--- src/rtl/param_memory_bank.sv ---
// Parameterised register-file bank. It has a latency-1 registered read port and a
// write-first bypass, and a clear request sweeps the bank to zero one word per cycle.
module param_memory_bank #(
  parameter int WIDTH = 8,
  parameter int DEPTH = 4,
  localparam int AW = (DEPTH > 2) ? $clog2(DEPTH) : 1
) (
  input  logic             clk,
  input  logic             rst_n,
  input  logic             we,
  input  logic [AW-1:0]    waddr,
  input  logic [WIDTH-1:0] wdata,
  input  logic             re,
  input  logic [AW-1:0]    raddr,
  input  logic             clr,
  output logic [WIDTH-1:0] rdata,
  output logic             rvalid,
  output logic             rhit,
  output logic             busy
);

  localparam int unsigned DEPTH_U = DEPTH;

  typedef enum logic {IDLE, CLEAR} state_t;

  state_t                 state_q, state_d;
  logic [WIDTH-1:0]       mem_q [DEPTH];
  logic [WIDTH-1:0]       mem_d [DEPTH];
  logic [DEPTH-1:0]       flag_q, flag_d;
  logic [AW-1:0]          cnt_q, cnt_d;
  logic [WIDTH-1:0]       rdata_q, rdata_d;
  logic                   rvalid_q, rvalid_d;
  logic                   rhit_q, rhit_d;

  logic wr_ok, rd_ok, sweep_last;

  assign wr_ok      = we && (32'(waddr) < DEPTH_U);
  assign rd_ok      = 32'(raddr) < DEPTH_U;
  assign sweep_last = (cnt_q == AW'(DEPTH - 1));

  always_ff @(posedge clk or negedge rst_n) begin
    if (!rst_n) begin
      state_q <= IDLE;
    end else begin
      state_q <= state_d;
    end
  end

  always_comb begin
    state_d = state_q;
    unique case (state_q)
      IDLE:  if (clr) state_d = CLEAR;
      CLEAR: if (sweep_last) state_d = IDLE;
      default: state_d = IDLE;
    endcase
  end

  always_comb begin
    busy = (state_q == CLEAR);
  end

  // A clear request takes priority over a same-cycle write or read.
  always_comb begin
    mem_d    = mem_q;
    flag_d   = flag_q;
    cnt_d    = cnt_q;
    rdata_d  = rdata_q;
    rhit_d   = rhit_q;
    rvalid_d = 1'b0;
    if (state_q == IDLE) begin
      if (clr) begin
        cnt_d = '0;
      end else begin
        if (wr_ok) begin
          mem_d[waddr]  = wdata;
          flag_d[waddr] = 1'b1;
        end
        if (re) begin
          rvalid_d = 1'b1;
          if (!rd_ok) begin
            rdata_d = '0;
            rhit_d  = 1'b0;
          end else if (wr_ok && (waddr == raddr)) begin
            rdata_d = wdata;
            rhit_d  = 1'b1;
          end else begin
            rdata_d = mem_q[raddr];
            rhit_d  = flag_q[raddr];
          end
        end
      end
    end else begin
      mem_d[cnt_q]  = '0;
      flag_d[cnt_q] = 1'b0;
      if (!sweep_last) cnt_d = cnt_q + AW'(1);
    end
  end

  always_ff @(posedge clk or negedge rst_n) begin
    if (!rst_n) begin
      for (int unsigned i = 0; i < DEPTH_U; i++) mem_q[i] <= '0;
      flag_q   <= '0;
      cnt_q    <= '0;
      rdata_q  <= '0;
      rvalid_q <= 1'b0;
      rhit_q   <= 1'b0;
    end else begin
      mem_q    <= mem_d;
      flag_q   <= flag_d;
      cnt_q    <= cnt_d;
      rdata_q  <= rdata_d;
      rvalid_q <= rvalid_d;
      rhit_q   <= rhit_d;
    end
  end

  assign rdata  = rdata_q;
  assign rvalid = rvalid_q;
  assign rhit   = rhit_q;

endmodule

--- config.mk ---
export PLATFORM = sky130hd
export DESIGN_NAME = param_memory_bank
export DESIGN_NICKNAME = d
export VERILOG_FILES = /design/src/rtl/param_memory_bank.sv
export SDC_FILE = /design/constraint.sdc
export NUM_CORES = 1
export LEC_CHECK = 0
export CAP_MARGIN = 20
export CORE_ASPECT_RATIO = 0.75
export CORE_UTILIZATION = 27
export DETAILED_ROUTE_END_ITERATION = 8
export SYNTH_ARGS = -nofsm -noshare
export SYNTH_HDL_FRONTEND = slang
export SYNTH_SLANG_ARGS = --single-unit
--- constraint.sdc ---
create_clock -name clk -period 3.38 [get_ports clk]
set_input_delay 0.676 -clock clk [delete_from_list [all_inputs] [get_ports clk]]
set_output_delay 0.676 -clock clk [all_outputs]
set_load 0.02 [all_outputs]
==> summary.md <==
| Metric | Value |
|---|---|
| Run status | `completed` |
| Die footprint | `0.00953 mm^2` |
| Cell types occupying the most area after synthesis | `dfrtp_1 (50%), mux2i_1 (13%), mux4_1 (9.6%), nand2_1 (6.2%), o31ai_1 (2.7%)` |
| Fin crit share | `69.7%` |
| Post-synthesis cell count | `208` |
| Cell area reported after detailed placement | `0.00285 mm^2` |
| Net count after synthesis | `229` |
| Fill cell instance count of the final layout | `865` |
| Cell area after layout | `0.00302 mm^2` |
| Remaining design rule violation count | `0` |
| Clk Latency, worst-skew pair | `290 ps` |
| Number of routed nets with antenna violations | `0` |
| Wire length on met1 | `2850 um` |
| Placer congestion estimate | `0.748` |
| Average size of a mapped cell | `11.9 um^2` |
| Main combinational cell family by area after synthesis | `multiplexers` |
| Total standard cell area after synthesis | `0.00247 mm^2` |
| Master of the slowest instance on the critical path | `clkdlybuf4s50_1` |
| Io pins | `28` |
| Cell Count Post-Placement | `339` |
| Startpoint type of the worst setup path | `primary input` |
| Maximum fanout count along the critical path | `11` |
| Clock skew after layout | `5.10 ps` |
| Maximum vdd ir drop | `248 uV` |
| Antenna violations before repair | `0` |
| Largest net degree at the start of global routing | `38` |
| Via count | `1694` |
| Detailed router's first-iteration violation count | `107` |
| Proportion of layout cells with a drive suffix above 1 | `7.53%` |
| Mux cell area share after synthesis | `23.4%` |
| Met3 Wirelength | `217 um` |
| Fin cells | `347` |
| Number of global-route vias before repair | `1730` |
| Number of max-slew violations in the final report | `0` |
| First-pass GRT wire length | `9430 um` |
| Worst hold path type | `primary input to async pin` |
| Remaining max-slew budget at the tightest pin | `55.4%` |
| Detailed route wirelength on metal2 | `2580 um` |
| RSZ-0062 raised after global routing | `false` |
| Final HPWL DP | `4110 um` |
| Highest routed layer | `met4` |
| Final design utilization | `34.8%` |
| Grt total ovfl | `0` |
| Power per unit of standard cell area | `703 mW/mm^2` |
| Share of the synthesized netlist area taken by xor and xnor gates | `2.08%` |
| Sinks on the clock net | `49` |
| Top-area cell type share of the netlist area | `49.7%` |
| Total Routed Length | `5710 um` |
| Maximum cell stage delay along the critical path | `740 ps` |
| CTS resizes | `0` |
| Post-synthesis compound-gate area fraction | `6.19%` |
| Die height | `84.8 um` |
| Count of distinct cell types in the synthesized netlist | `26` |
| Average detailed-routed wire length per instance | `16.4 um` |
| Critical Setup Path Class | `primary input to register` |
| Worst Path Arrival | `2560 ps` |
| Count of synthesis-stage warnings from yosys | `0` |
| Endpoint required time on the critical path | `3580 ps` |
| Count of max-cap constraint violations | `0` |
| DIE WIDTH | `112 um` |
| Number of hold violations in the final report | `0` |
| Starting Density | `28.5%` |
| Worst path buffer plus inverter count | `1` |
| Worst-case clock buffer depth | `2` |
| Clock Tree Root | `clkbuf_16` |
| Number of enable flip-flop cells after synthesis | `0` |
| Seq cells post-synth | `49` |
| Worst hold slack after final layout | `278 ps` |
| Top cell family by delay on the critical path | `buffers and inverters` |
| Post-CTS Setup Inserts | `0` |
| Average via count per standard cell | `4.88` |
| Shortest clock period the worst path allows after layout | `2360 ps` |
| Post-synthesis sequential area ratio | `49.7%` |
| Area Overhead vs Synth | `22.4%` |
| Storage cell area | `0.00123 mm^2` |
| Setup TNS after final layout | `0 ps` |
| Overall routing resource usage | `13.0%` |
| CP cell instances | `clkdlybuf4s50_1 -> xnor2_1 -> nand4_1 -> a31oi_1` |
| Synthesized-area fraction occupied by and/or/nand/nor cells | `11.9%` |
| Actual slew at the worst max-slew pin | `665 ps` |
| Number of CTS-inserted buffers | `5` |
| Most used flip-flop cell after synthesis | `dfrtp_1` |
| Maximum level of the CTS H-tree | `2` |
| Core Rows | `29` |
| Async set-or-reset flop fraction in the synthesized netlist | `100%` |
| Core area | `0.00867 mm^2` |
| Number of optimization iterations in the first detailed-route pass | `4` |
| Fmax | `425 MHz` |
| PortBufs | `27` |
| Area of combinational cells with multiple inputs | `0.00113 mm^2` |
| Clk pin slew, worst setup/hold paths | `70 ps` |
| TritonCTS clock tree | `built` |
| Nets@finish | `259` |
| Cell taking the most area after synthesis | `dfrtp_1` |
| Antenna cells | `0` |
| Cts hold-fix bufs | `0` |
| Kind of capture point of the worst setup path | `register` |
| Adder-Cell Fraction of Synth Area | `2.03%` |
| Static leakage power | `1.44 nW` |
| Final setup fails | `0` |
sequential cells by signal, indices dropped and copies added (netlist names):
name	flops
cnt_q	2
rhit	1
busy	1
rvalid	1
mem_q	32
flag_q	4
rdata	8
path summary, 6_finish.rpt:
kind | from | to | slack [ps] | cells after the start
setup / recovery | raddr[0] | rdata[1] | 1020 | 4
hold / removal | rst_n | mem_q[19] | 280 | 1
setup reg to reg | busy | mem_q[11] | 1530 | 3
hold reg to reg | flag_q[2] | flag_q[2] | 480 | 1
max in group asynchronous | rst_n | busy | 2600 | 2
min in group clk | flag_q[2] | flag_q[2] | 480 | 1
kinds of logic (layout without fill, tap and decap cells):
| group | after synthesis | in the layout |
|---|---|---|
| muxes | 43 | 43 |
| DFF | 49 | 49 |
| AOI/OAI and AO/OA | 22 | 22 |
| adders and majority gates | 4 | 4 |
| and+or+nand+nor | 64 | 64 |
| xor gates and xnor gates | 5 | 5 |
| buffers and inverters | 21 | 52 |
cell usage after synthesis, drive strengths merged (2+ instances only):
master / instances
mux2i: 33
ha: 4
nand4: 9
dfrtp: 49
buf: 8
a31oi: 9
o31ai: 9
nand2: 41
xnor2: 3
xor2: 2
inv: 11
nor2: 10
mux4: 9
a21o: 2
worst register-to-register path: stages, from the launching register on:
cell,delay [ps]
dfrtp_1,510
nor2_1,340
and4b_1,660
mux2i_1,270
per-layer routing:
metal / global-route usage [%] / up-vias
met5: 0 / -
met3: 3.03 / 5
met1: 17.3 / 847
met2: 21.2 / 33
met4: 4.00 / 0
li1: - / 809
metrics by stage:
stage / power, W / setup slack (ps)
global route: 0.00225 / 885
global placement: 0.00154 / 746
floorplan: 0.00128 / 1740
detailed placement: 0.00157 / 745
finish: 0.00212 / 1020
CTS: 0.00214 / 1020
cells in the final DEF (no fill, tap or decap), types with 5 or more instances in the layout:
| cell type | count |
|---|---|
| inv_1 | 11 |
| mux4_1 | 9 |
| a31oi_1 | 9 |
| mux2i_1 | 33 |
| clkbuf_16 | 5 |
| dfrtp_1 | 49 |
| clkdlybuf4s50_1 | 26 |
| nand4_1 | 9 |
| o31ai_1 | 9 |
| nand2_1 | 41 |
| nor2_1 | 10 |
power by group:
group / internal (W) / switching, W / total, W
combinational: 0.000308 / 0.000373 / 0.000681
sequential: 0.000757 / 0.000111 / 0.000868
clock: 0.000350 / 0.000224 / 0.000575
total: 0.00142 / 0.000708 / 0.00212
final cells by class:
type / instances / share of cell area [%]
Clock buffer: 5 / 4.14
Clock inverter: 3 / 1.53
Inverter: 12 / 1.49
Multi-Input combinational cell: 138 / 37.3
Sequential cell: 49 / 40.6
Tap cell: 108 / 4.48
Timing Repair Buffer: 32 / 10.4
(Power assumes the default switching activity.)
